$ cat src/rtl/score_text_renderer.sv
// HUD text source: draws "SCORE:dddd" from an 8x16 glyph ROM, converting the
// per-frame score capture to BCD with an iterative double-dabble FSM.
module score_text_renderer #(
    parameter logic [9:0] TEXT_X  = 10'd8,
    parameter logic [9:0] TEXT_Y  = 10'd8,
    parameter int         SCORE_W = 14
) (
    input  logic               Clk,
    input  logic               Reset,
    input  logic               frame_start,
    input  logic [SCORE_W-1:0] score,
    input  logic [9:0]         DrawX,
    input  logic [9:0]         DrawY,
    output logic [7:0]         font_addr,
    input  logic [7:0]         font_data,
    output logic               text_on,
    output logic               busy
);

    typedef enum logic [1:0] {
        IDLE    = 2'd0,
        CONVERT = 2'd1,
        COMMIT  = 2'd2
    } state_t;

    localparam logic [SCORE_W-1:0] SCORE_MAX = SCORE_W'(9999);
    localparam logic [3:0]         CNT_LAST  = 4'(SCORE_W - 1);

    state_t               state_q, state_d;
    logic [3:0]           cnt_q, cnt_d;
    logic [SCORE_W-1:0]   sat_q, sat_d;
    logic [15:0]          acc_q, acc_d;
    logic [15:0]          digits_q, digits_d;
    logic                 busy_q, busy_d;
    logic                 text_on_q, text_on_d;

    logic [15:0]          acc_adj;
    logic [6:0]           dx;
    logic [3:0]           dy;
    logic [3:0]           char_idx;
    logic [2:0]           col;
    logic [3:0]           glyph;
    logic                 in_region;

    always_ff @(posedge Clk) begin
        if (Reset) begin
            state_q   <= IDLE;
            cnt_q     <= '0;
            sat_q     <= '0;
            acc_q     <= '0;
            digits_q  <= '0;
            busy_q    <= 1'b0;
            text_on_q <= 1'b0;
        end else begin
            state_q   <= state_d;
            cnt_q     <= cnt_d;
            sat_q     <= sat_d;
            acc_q     <= acc_d;
            digits_q  <= digits_d;
            busy_q    <= busy_d;
            text_on_q <= text_on_d;
        end
    end

    // Double-dabble correction: any BCD nibble of 5 or more gets +3 before the shift.
    always_comb begin
        acc_adj = acc_q;
        for (int i = 0; i < 4; i++) begin
            if (acc_q[4*i +: 4] >= 4'd5) begin
                acc_adj[4*i +: 4] = acc_q[4*i +: 4] + 4'd3;
            end
        end
    end

    always_comb begin
        state_d  = state_q;
        cnt_d    = cnt_q;
        sat_d    = sat_q;
        acc_d    = acc_q;
        digits_d = digits_q;
        busy_d   = (state_q != IDLE);
        unique case (state_q)
            IDLE: begin
                if (frame_start) begin
                    sat_d   = (score > SCORE_MAX) ? SCORE_MAX : score;
                    acc_d   = '0;
                    cnt_d   = '0;
                    state_d = CONVERT;
                end
            end
            CONVERT: begin
                acc_d = 16'({acc_adj, sat_q[SCORE_W-1]});
                sat_d = {sat_q[SCORE_W-2:0], 1'b0};
                cnt_d = cnt_q + 4'd1;
                if (cnt_q == CNT_LAST) begin
                    state_d = COMMIT;
                end
            end
            COMMIT: begin
                digits_d = acc_q;
                state_d  = IDLE;
            end
            default: state_d = IDLE;
        endcase
    end

    // Raster address path; bits beyond the string width are irrelevant inside the region.
    always_comb begin
        in_region = (DrawX >= TEXT_X) && (DrawX < TEXT_X + 10'd80) &&
                    (DrawY >= TEXT_Y) && (DrawY < TEXT_Y + 10'd16);
        dx        = 7'(DrawX - TEXT_X);
        dy        = 4'(DrawY - TEXT_Y);
        char_idx  = dx[6:3];
        col       = dx[2:0];
        unique case (char_idx)
            4'd0:    glyph = 4'd11;
            4'd1:    glyph = 4'd12;
            4'd2:    glyph = 4'd13;
            4'd3:    glyph = 4'd14;
            4'd4:    glyph = 4'd15;
            4'd5:    glyph = 4'd10;
            4'd6:    glyph = digits_q[15:12];
            4'd7:    glyph = digits_q[11:8];
            4'd8:    glyph = digits_q[7:4];
            4'd9:    glyph = digits_q[3:0];
            default: glyph = 4'd0;
        endcase
        font_addr = in_region ? {glyph, dy} : 8'h00;
        text_on_d = in_region & font_data[3'd7 - col];
    end

    assign text_on = text_on_q;
    assign busy    = busy_q;

endmodule

$ cat config.mk
export PLATFORM = sky130hd
export DESIGN_NAME = score_text_renderer
export DESIGN_NICKNAME = d
export VERILOG_FILES = /design/src/rtl/score_text_renderer.sv
export SDC_FILE = /design/constraint.sdc
export NUM_CORES = 1
export LEC_CHECK = 0
export CAP_MARGIN = 20
export CORE_MARGIN = 2
export CORE_UTILIZATION = 51
export DETAILED_ROUTE_END_ITERATION = 6
export PLACE_DENSITY = 0.91
export SETUP_SLACK_MARGIN = 0.15
export SLEW_MARGIN = 10
export SYNTH_ARGS = -nofsm -noshare
export SYNTH_HDL_FRONTEND = slang
export SYNTH_SLANG_ARGS = --single-unit
$ cat constraint.sdc
create_clock -name Clk -period 1.85 [get_ports Clk]
set_input_delay 0.37 -clock Clk [delete_from_list [all_inputs] [get_ports Clk]]
set_output_delay 0.37 -clock Clk [all_outputs]
set_load 0.02 [all_outputs]
---- After elaboration in Yosys (flattened, before gate mapping) ----
Index checks and enable logic that the tools add are counted.
operators by class
  $lt $le $gt $ge ......................... 10
  muxes and demuxes ....................... 18
  bitwise operators ....................... 1
  $add $sub $neg .......................... 8
  equal/unequal tests ..................... 14
  reductions and logical operators ........ 9
operators with widths
  kind                  count
  $pmux 4 s10           1
  $pmux 16 s2           1
  $mux 14               2
  $pmux 14 s2           1
  $ge 10x4->1 const B   2
  $eq 4x3->1 const B    4
  $ge 4x3->1 const B    4
  $mux 16               1
  $mux 4                4
  $gt 14x14->1 const B  1
  $add 4x2->4 const B   3
  $eq 4x4->1 const B    3
  $lt 10x5->1 const B   1
  $lt 10x7->1 const B   1
  $eq 4x2->1 const B    2
  $mux 8                1
  $pmux 4 s2            1
  $sub 7x4->7 const B   1
  $add 4x1->4 const B   1
  $eq 4x1->1 const B    1
  $logic_not 4->1       1
  $lt 3x4->1 const B    1
  $mux 2                2
  $ne 2x2->1 const B    2
  14 further kinds      18
word-level totals
  bits of input ports ..................... 45
  output and inout port bits .............. 10
  word-level logic and storage cells ...... 67
  bits in registers ....................... 54

---- Longest topological paths before layout ----
Gate-level depths: netlist of run 1.
  depth after elaboration ................. 5
  gate-level depth with buffers ........... 6

---- Worst setup path after synthesis of run 1 ----
OpenSTA, ideal clock, no wires.
  path kind ............................... in2out
  from .................................... input DrawY[9]
  to ...................................... output font_addr[5]
  stages .................................. 3
  required time ........................... 1.480 ns
  path slack .............................. 0.178 ns
  buffers on the path ..................... 0
  arrival time ............................ 1.302 ns
  path through ............................ nor4_1 -> nand4_2 -> a21oi_1
between the ends
  cells in the longest elaborated chain, start to end .. 4
  elaborated cells on any way between the ends .. 5
  classes of those cells .................. order compare: 2; mux: 1; reduce/logical: 2
RTL lines
  element              line  RTL
  from (decl)          13    input logic [9:0] DrawY,
  $ge 10x4->1          110   (DrawY >= TEXT_Y) && (DrawY < TEXT_Y + 10'd16);
  $logic_and 1x1->1    109   in_region = (DrawX >= TEXT_X) && (DrawX < TEXT_X + 10'd80) &&
  $logic_and 1x1->1 *  110
  $mux 8 *             128   font_addr = in_region ? {glyph, dy} : 8'h00;
  to (decl)            14    output logic [7:0] font_addr,
Every way passes the cells marked *; elsewhere a longest branch is shown, timed or not.

---- Worst setup path after layout of run 1 ----
  from .................................... register digits_q[11]
  to ...................................... output font_addr[7]
between the ends
  cells in the longest elaborated chain, start to end .. 2
RTL lines
  element                 line  RTL
  from (decl)             33    logic [15:0] digits_q, digits_d;
  from (signal assigned)  59    digits_q <= digits_d;
  $pmux 4 s10             115   unique case (char_idx)
  $mux 8                  128
Every way passes these cells.

==> results of run 1 <==
==> metrics by stage <==
stage | TNS (ns) | utilization (%) | area, um2 | hold slack (ns) | cells
after detailed placement | -6.87 | 66.7 | 3430 | 0.449 | 455
after global routing | -0.0588 | 71.0 | 3650 | 0.479 | 471
after global placement | -5.74 | 66.7 | 3430 | 0.442 | 455
after floorplan | 0 | - | 2750 | 0.426 | 333
final | 0 | 71.0 | 3650 | 0.460 | 471
after CTS | 0 | 70.3 | 3610 | 0.462 | 471
==> layout make-up <==
cell class	count	area (um2)	share of cell area, %
clock buffers	7	86.3	2.37
inverters	14	52.6	1.44
well taps	70	87.6	2.40
repair buffers	79	703	19.3
clock inverters	1	5.00	0.137
flip-flops and latches	54	1080	29.7
multi-input cells	246	1630	44.7
==> Yosys cell counts, types with 2 or more instances <==
cell type  instances  area (um2)
nor2b_1            4        25.0
nor3b_1            7        52.6
nor2_1            38         143
xnor2_1            5        43.8
a22o_1             8        70.1
xor2_1             4        35.0
clkbuf_2           3        15.0
mux4_2             2        45.0
nand2_1           40         150
a21oi_1           36         180
nor4_1            11        68.8
o21ai_0           14        70.1
nand4_1            2        12.5
mux2i_1            6        60.1
nand3_1            6        30.0
and3b_1            4        35.0
or3_1              3        18.8
dfxtp_1           54        1080
nand2b_1           7        43.8
clkbuf_1           6        22.5
ha_1              10         125
buf_2             10        50.1
nor3_1             9        45.0
and2b_1            2        15.0
inv_1             14        52.6
a222oi_1           6        60.1
a31oi_1            2        12.5
==> layer usage <==
metal	wire length, um	track usage, %	up-vias
li1	-	-	1310
met1	2740	25.8	1274
met2	3750	45.7	79
met3	289	4.19	20
met4	169	8.21	0
met5	0	0	-
==> flip-flops by register name, indices dropped and copies added, names as in the netlist <==
name	flops
text_on	1
sat_q	14
busy	1
state_q	2
acc_q	16
cnt_q	4
digits_q	16
==> kinds of logic after synthesis <==
group / Yosys count
buffers and inverters: 33
flip-flops: 54
multiplexers: 9
adder cells (fa/ha/maj): 10
AND/OR/NAND/NOR: 139
AO/OA/AOI/OAI: 79
XOR/XNOR: 9
==> worst max-delay path, stage by stage (launching register included) <==
cell and delay [ns]:
dfxtp_2 0.33, a2111o_1 0.37, a32oi_2 0.25, nor2_4 0.06, buf_6 0.13
==> power groups by stage <==
| stage | clock, mW | combinational [mW] | sequential [mW] |
|---|---|---|---|
| after floorplan | 0 | 0.163 | 1.24 |
| after global placement | 0 | 0.319 | 1.24 |
| after detailed placement | 0 | 0.332 | 1.24 |
| after CTS | 0.691 | 0.348 | 1.21 |
| after global routing | 0.740 | 0.386 | 1.22 |
| final | 0.682 | 0.353 | 1.21 |
==> final timing paths <==
kind           startpoint           end  slack, ns  cells after the start
min          digits_q[14]  digits_q[14]       0.46                      2
max reg2reg      acc_q[1]      acc_q[2]       0.34                      6
max          digits_q[11]  font_addr[7]       0.02                      4
min reg2reg  digits_q[14]  digits_q[14]       0.46                      2
==> what timing repair did <==
item | 4_1_cts | 5_1_grt
pin swaps | 12 | 9
gates resized for setup | 103 | 17
endpoints found under the setup margin | 16 | 20
gates cloned | 1 | 0
buffers inserted | 7 | 0
==> metrics.csv, run 1 <==
metric;value;unit
run status;finished, final reports clean;
Setup Viol. Count Final;0;
final hold violations;0;
initial core utilization;53.5;%
static leakage;1.41;nW
Primary FF master, synth;dfxtp_1;
Clk pwr share;30.3;%
Peak VDD IR;0.537;mV
maximum clock rate;548;MHz
CP arrival;1.46;ns
IO buf count;54;
placeable core area;5140;um2
total power;2.25;mW
post-route ant nets;0;
mapped cell area;2750;um2
TritonCTS clock tree;yes;
pin count of the biggest net entering global routing;42;
CP required;1.48;ns
combinational fraction of design power;15.7;%
Post-Syn Instances;333;
Worst Setup Start Kind;register;
fin worst setup slack;0.0236;ns
DRC viols;0;
clock latency on the worst-skew pair;0.32;ns
WL final;6950;um
GPL Wtd Cong;0.819;
Die Wd;77.4;um
Max Slew Vio Count;0;
RSZ-0062 raised after global routing;yes;
Synth Area in Compound Gates;18.7;%
root buf cell;clkbuf_8;
layout cell share with drive strength beyond 1;19.2;%
post-synthesis xor/xnor area fraction;2.87;%
Synth Area in Adders;4.55;%
initial antenna violation count;0;
Die Area;6000;um2
post-DP HPWL;4990;um
asr flop ratio synth;0;%
total CTS buffers;5;
Switching Power;0.568;mW
per-cell routed wire length;14.8;um
Crit. End Element;output pin;
Yosys reg bits;54;
# IOs;55;
actual slew at the worst max-slew pin;0.599;ns
sequential share of the synthesized area;39.3;%
FILL cells;403;
vias in the first global route;2611;
syn_nets;388;
critical path type;reg2out;
Rows;26;
vias;2683;
diodes inserted;0;
max cap viols;0;
CTS H-tree lvls;2;
Max-slew headroom;60.0;%
commonest non-fill, non-tap cell in the layout;dfxtp_1;
routed vias/inst;5.70;
Layout area overhead;32.7;%
Synth Warn #;0;
share of power burned in registers;54.0;%
Post-synth EDFFs;0;
mux share of post-synthesis cell area;4.23;%
Final nets;455;
commonest cells after routing, fill and taps aside;51 x dfxtp_1, 40 x nand2_1, 34 x nor2_1, 33 x a21oi_1, 32 x clkdlybuf4s50_1;
Netlist cell types;47;
Tcrit/Tclk final;98.7;%
HP Class;reg2reg;
clock slew at reported path FFs;0.09;ns
Avg Inst Size Synth;8.26;um2
crit path max fanout;2;
hold_buf cts;0;
Power per Cell Area;616;nW/um2
clk buf depth;2;
Detailed Routing Iterations Pass 1;6;
first-pass GRT wire length;11600;um
clock sinks;54;
drt first-iter violations;178;
switching share of power;25.2;%
post-place setup slack;-0.881;ns
internal power;1.68;mW
Worst Skew;0.0106;ns
grt total ovfl;0;
largest family of logic cells by synthesized area;simple AND/OR/NAND/NOR gates;
min cycle time layout;1.83;ns
Tot GR Track Use;23.7;%
Die H;77.4;um
Synth Area in Simple Gates;25.2;%
Note: power is estimated with default switching activity, not from simulation.
==> run 2: changes to the inputs <==
--- a/config.mk
+++ b/config.mk
@@ -7,9 +7,9 @@
 export LEC_CHECK = 0
 export CAP_MARGIN = 20
 export CORE_MARGIN = 2
-export CORE_UTILIZATION = 51
+export CORE_UTILIZATION = 55
 export DETAILED_ROUTE_END_ITERATION = 6
-export PLACE_DENSITY = 0.91
+export PLACE_DENSITY = 0.95
 export SETUP_SLACK_MARGIN = 0.15
 export SLEW_MARGIN = 10
 export SYNTH_ARGS = -nofsm -noshare
==> constraint.sdc (replaced) <==
create_clock -name Clk -period 2.3 [get_ports Clk]
set_input_delay 0.46 -clock Clk [delete_from_list [all_inputs] [get_ports Clk]]
set_output_delay 0.46 -clock Clk [all_outputs]
set_load 0.02 [all_outputs]
==> metrics.csv, run 2 (synthesis gave the netlist of run 1 again) <==
metric;value;unit;change
run status;finished, final reports clean;;unchanged
placeable core area;4790;um2;was 5140 um2
pin count of the biggest net entering global routing;33;;was 42
max cap viols;0;;unchanged
vias;2609;;was 2683
setup tns final;0;ns;unchanged
clk buf depth;2;;unchanged
RSZ-0062 raised after global routing;no;;was yes
clock slew at reported path FFs;0.09;ns;about the same
Die Wd;74.7;um;was 77.4 um
DR WL met2;3560;um;was 3750 um
Die Area;5580;um2;was 6000 um2
total power;1.78;mW;was 2.25 mW
Worst Setup Start Kind;input port;;was register
Tcrit/Tclk final;94.6;%;
IO buf count;54;;unchanged
hold_buf cts;0;;unchanged
WL final;6770;um;was 6950 um
clock latency on the worst-skew pair;0.31;ns;was 0.32 ns
DRC viols;0;;unchanged
final hold violations;0;;unchanged
total CTS buffers;5;;unchanged
Power per Cell Area;506;nW/um2;was 616 nW/um2
WL met3;439;um;was 289 um
hold slack;0.465;ns;was 0.460 ns
Core Util, Final;73.6;%;was 71.0%
first-pass GRT wire length;10900;um;was 11600 um
routed vias/inst;5.70;;about the same
grt total ovfl;0;;unchanged
placed cells;448;;was 455
per-cell routed wire length;14.8;um;about the same
min cycle time layout;2.17;ns;
Max Used Layer;met4;;unchanged
post-DP HPWL;4810;um;was 4990 um
maximum clock rate;460;MHz;
layout cell share with drive strength beyond 1;14.6;%;was 19.2%
cell area after placement;3380;um2;was 3430 um2
Tot GR Track Use;25.3;%;was 23.7%
Peak VDD IR;0.418;mV;was 0.537 mV
Finished Layout Cells;458;;was 471
Layout area overhead;28.2;%;was 32.7%
GPL Wtd Cong;0.880;;was 0.819
Max-slew headroom;58.4;%;was 60.0%
HP Class;reg2reg;;unchanged
Worst Skew;0.00534;ns;was 0.0106 ns
vias in the first global route;2549;;was 2611
initial core utilization;57.5;%;was 53.5%
initial antenna violation count;0;;unchanged
TritonCTS clock tree;yes;;unchanged
critical path type;in2out;;was reg2out
CTS H-tree lvls;2;;unchanged
post-route ant nets;0;;unchanged
Final nets;445;;was 455
commonest non-fill, non-tap cell in the layout;dfxtp_1;;unchanged
drt first-iter violations;153;;was 178
Rows;25;;was 26
static leakage;1.34;nW;was 1.41 nW
# IOs;55;;unchanged
actual slew at the worst max-slew pin;0.622;ns;was 0.599 ns
Setup Viol. Count Final;0;;unchanged
fin worst setup slack;0.125;ns;was 0.0236 ns
CP arrival;1.71;ns;was 1.46 ns
CP required;1.84;ns;was 1.48 ns
post-place setup slack;-0.549;ns;was -0.881 ns
clock sinks;54;;unchanged
largest registers;acc_q: 16 flops, digits_q: 16 flops, sat_q: 14 flops;;unchanged
diodes inserted;0;;unchanged
root buf cell;clkbuf_8;;unchanged
Detailed Routing Iterations Pass 1;4;;was 6
Crit. End Element;output pin;;unchanged
final instance area;3520;um2;was 3650 um2
commonest cells after routing, fill and taps aside;54 x dfxtp_1, 40 x nand2_1, 36 x nor2_1, 33 x a21oi_1, 32 x clkdlybuf4s50_1;;was 51 x dfxtp_1, 40 x nand2_1, 34 x nor2_1, 33 x a21oi_1, 32 x clkdlybuf4s50_1
Max Slew Vio Count;0;;unchanged
crit path max fanout;8;;was 2
met1 wire length;2560;um;was 2740 um
Die H;74.7;um;was 77.4 um
## run 2: power breakdown
part | leakage (nW) | internal (mW) | switching (mW)
logic | 0.851 | 0.135 | 0.129
registers | 0.438 | 0.959 | 0.0178
clock network | 0.0482 | 0.243 | 0.300
## run 2: layer usage
| metal | up-vias | GRT usage, % |
|---|---|---|
| met5 | - | 0 |
| met4 | 0 | 12.3 |
| met3 | 18 | 5.09 |
| met2 | 87 | 47.1 |
| met1 | 1217 | 27.2 |
| li1 | 1287 | - |
## run 2: critical path: stages
cell             delay (ns)
clkdlybuf4s15_1        0.24
nor4_1                 0.45
a21oi_2                0.09
nand4_4                0.14
buf_6                  0.14
a21oi_2                0.03
buf_4                  0.16
## run 2: timing repair
| action | 4_1_cts | 5_1_grt |
|---|---|---|
| endpoints found under the hold margin | 0 | 0 |
| pin swaps | 5 | 5 |
| gates resized for setup | 61 | 21 |
| endpoints found under the setup margin | 8 | 8 |
| buffers inserted | 2 | 0 |
## run 2: layout make-up
cell class,count,area (um2)
multi-input combinational,246,1600
clock inverter,1,5.00
tap,67,83.8
fill,349,1260
inverter,14,52.6
sequential,54,1080
timing repair buffer,69,617
clock buffer,7,86.3
## run 2: path summary, 6_finish.rpt
path                            cells after the start          from      endpoint  slack (ns)
worst max-delay path                                7      DrawX[5]  font_addr[6]        0.13
worst min-delay path                                2  digits_q[10]  digits_q[10]        0.46
worst max register to register                      3    state_q[1]     acc_q[14]        0.59
worst min register to register                      2  digits_q[10]  digits_q[10]        0.46
==> run 3: changes to the inputs <==
--- a/config.mk
+++ b/config.mk
@@ -6,7 +6,6 @@
 export NUM_CORES = 1
 export LEC_CHECK = 0
 export CAP_MARGIN = 20
-export CORE_MARGIN = 2
 export CORE_UTILIZATION = 55
 export DETAILED_ROUTE_END_ITERATION = 6
 export PLACE_DENSITY = 0.95
==> metrics.csv, run 3 (synthesis gave the netlist of run 1 again) <==
metric;value;unit;change
grt total ovfl;0;;unchanged
TritonCTS clock tree;yes;;unchanged
initial antenna violation count;0;;unchanged
Die Area;5290;um2;was 5580 um2
Rows;25;;unchanged
CP required;1.84;ns;about the same
clock latency on the worst-skew pair;0.31;ns;about the same
actual slew at the worst max-slew pin;0.674;ns;was 0.622 ns
placed cells;444;;was 448
setup tns final;0;ns;unchanged
DRC viols;0;;unchanged
pin count of the biggest net entering global routing;23;;was 33
layout cell share with drive strength beyond 1;13.3;%;was 14.6%
Final nets;446;;was 445
post-route ant nets;0;;unchanged
Peak VDD IR;0.380;mV;was 0.418 mV
Switching Power;0.448;mW;was 0.447 mW
vias;2661;;was 2609
HP Class;reg2reg;;unchanged
Tcrit/Tclk final;93.2;%;was 94.6%
Die H;72.7;um;was 74.7 um
Multi-input gate area;1610;um2;was 1600 um2
maximum clock rate;466;MHz;was 460 MHz
placeable core area;4750;um2;was 4790 um2
initial core utilization;57.8;%;was 57.5%
critical path type;in2out;;unchanged
drt first-iter violations;128;;was 153
Tot GR Track Use;26.6;%;was 25.3%
Power per Cell Area;525;nW/um2;was 506 nW/um2
hold slack;0.462;ns;was 0.465 ns
share of power burned in registers;52.4;%;was 54.7%
Setup Viol. Count Final;0;;unchanged
clk buf depth;2;;unchanged
per-cell routed wire length;14.7;um;was 14.8 um
diodes inserted;0;;unchanged
Worst Setup Start Kind;input port;;unchanged
Finished Layout Cells;459;;was 458
CTS H-tree lvls;2;;unchanged
commonest cells after routing, fill and taps aside;54 x dfxtp_1, 40 x nand2_1, 37 x nor2_1, 35 x a21oi_1, 32 x clkdlybuf4s50_1;;was 54 x dfxtp_1, 40 x nand2_1, 36 x nor2_1, 33 x a21oi_1, 32 x clkdlybuf4s50_1
Max-slew headroom;54.9;%;was 58.4%
Die Wd;72.7;um;was 74.7 um
min cycle time layout;2.14;ns;was 2.17 ns
first-pass GRT wire length;11100;um;was 10900 um
commonest non-fill, non-tap cell in the layout;dfxtp_1;;unchanged
Worst Skew;0.00538;ns;was 0.00534 ns
Clk pwr share;33.3;%;was 30.4%
FILL cells;367;;was 349
vias in the first global route;2556;;was 2549
Layout area overhead;29.0;%;was 28.2%
CP arrival;1.68;ns;was 1.71 ns
combinational fraction of design power;14.3;%;was 14.8%
run status;finished, final reports clean;;unchanged
crit path max fanout;3;;was 8
IO buf count;54;;unchanged
post-DP HPWL;4580;um;was 4810 um
largest registers;acc_q: 16 flops, digits_q: 16 flops, sat_q: 14 flops;;unchanged
static leakage;1.36;nW;was 1.34 nW
final instance area;3550;um2;was 3520 um2
internal power;1.41;mW;was 1.34 mW
total CTS buffers;5;;unchanged
final hold violations;0;;unchanged
RSZ-0062 raised after global routing;yes;;was no
Detailed Routing Iterations Pass 1;5;;was 4
FF+latch area;1080;um2;unchanged
max cap viols;0;;unchanged
clock slew at reported path FFs;0.09;ns;about the same
clock sinks;54;;unchanged
routed vias/inst;5.80;;was 5.70
Crit. End Element;output pin;;unchanged
# IOs;55;;unchanged
Max Slew Vio Count;0;;unchanged
GPL Wtd Cong;0.807;;was 0.880
cell area after placement;3350;um2;was 3380 um2
root buf cell;clkbuf_8;;unchanged
switching share of power;24.1;%;was 25.0%
WL final;6750;um;was 6770 um
==> run 3: cell types whose count changed in the layout (fill, tap and decap cells not counted), sizes merged <==
cell,before,now
bufinv,0,1
clkbuf,13,6
nand4,3,4
dlygate4sd2,3,9
clkdlybuf4s15,7,4
buf,21,23
clkinv,1,2
==> run 3: cell type report <==
cell class,count,area share (%)
multi-input cells,247,45.4
clock buffers,5,1.94
well taps,67,2.36
inverters,14,1.48
flip-flops and latches,54,30.5
clock inverters,3,1.13
repair buffers,69,17.2
==> run 3: metrics by stage <==
step | setup slack (ns) | util, % | power, mW
6_report | 0.156 | 74.6 | 1.86
5_1_grt | 0.112 | 74.6 | 1.93
4_1_cts | 0.151 | 74.4 | 1.87
3_5_place_dp | -0.580 | 70.6 | 1.25
3_3_place_gp | -0.489 | 70.6 | 1.24
2_1_floorplan | 0.448 | - | 1.13
==> run 3: worst max-delay path, stage by stage <==
cell	delay [ns]
clkdlybuf4s15_1	0.22
a21o_1	0.21
a21oi_4	0.20
nand4_1	0.17
buf_4	0.18
nor2_1	0.10
buf_4	0.15
==> run 3: routing by layer <==
metal	part of all wire (%)	GRT usage, %
met4	1.2	8.93
met3	5.0	5.25
met5	0	0
met1	41	29.8
met2	53	49.9
==> run 3: timing repair <==
action / in CTS / in global routing
cloned: 1 / 1
resized for setup: 59 / 13
hold buffers: 0 / 0
pin swaps: 8 / 5
endpoints found under the setup margin: 8 / 7
buffers inserted: 3 / 2
endpoints found under the hold margin: 0 / 0
==> run 3: path summary, 6_finish.rpt <==
kind | end | slack (ns) | cells past startpoint | startpoint
setup / recovery | font_addr[7] | 0.16 | 7 | DrawX[3]
hold / removal | digits_q[5] | 0.46 | 2 | digits_q[5]
setup reg to reg | acc_q[5] | 0.49 | 3 | state_q[1]
hold reg to reg | digits_q[5] | 0.46 | 2 | digits_q[5]
==> run 3: power by group through the flow <==
stage	registers, mW	logic [mW]	clock network [mW]
4_1_cts	0.975	0.261	0.632
2_1_floorplan	0.995	0.131	0
3_5_place_dp	0.996	0.255	0
3_3_place_gp	0.995	0.246	0
6_report	0.975	0.267	0.620
5_1_grt	0.978	0.290	0.665
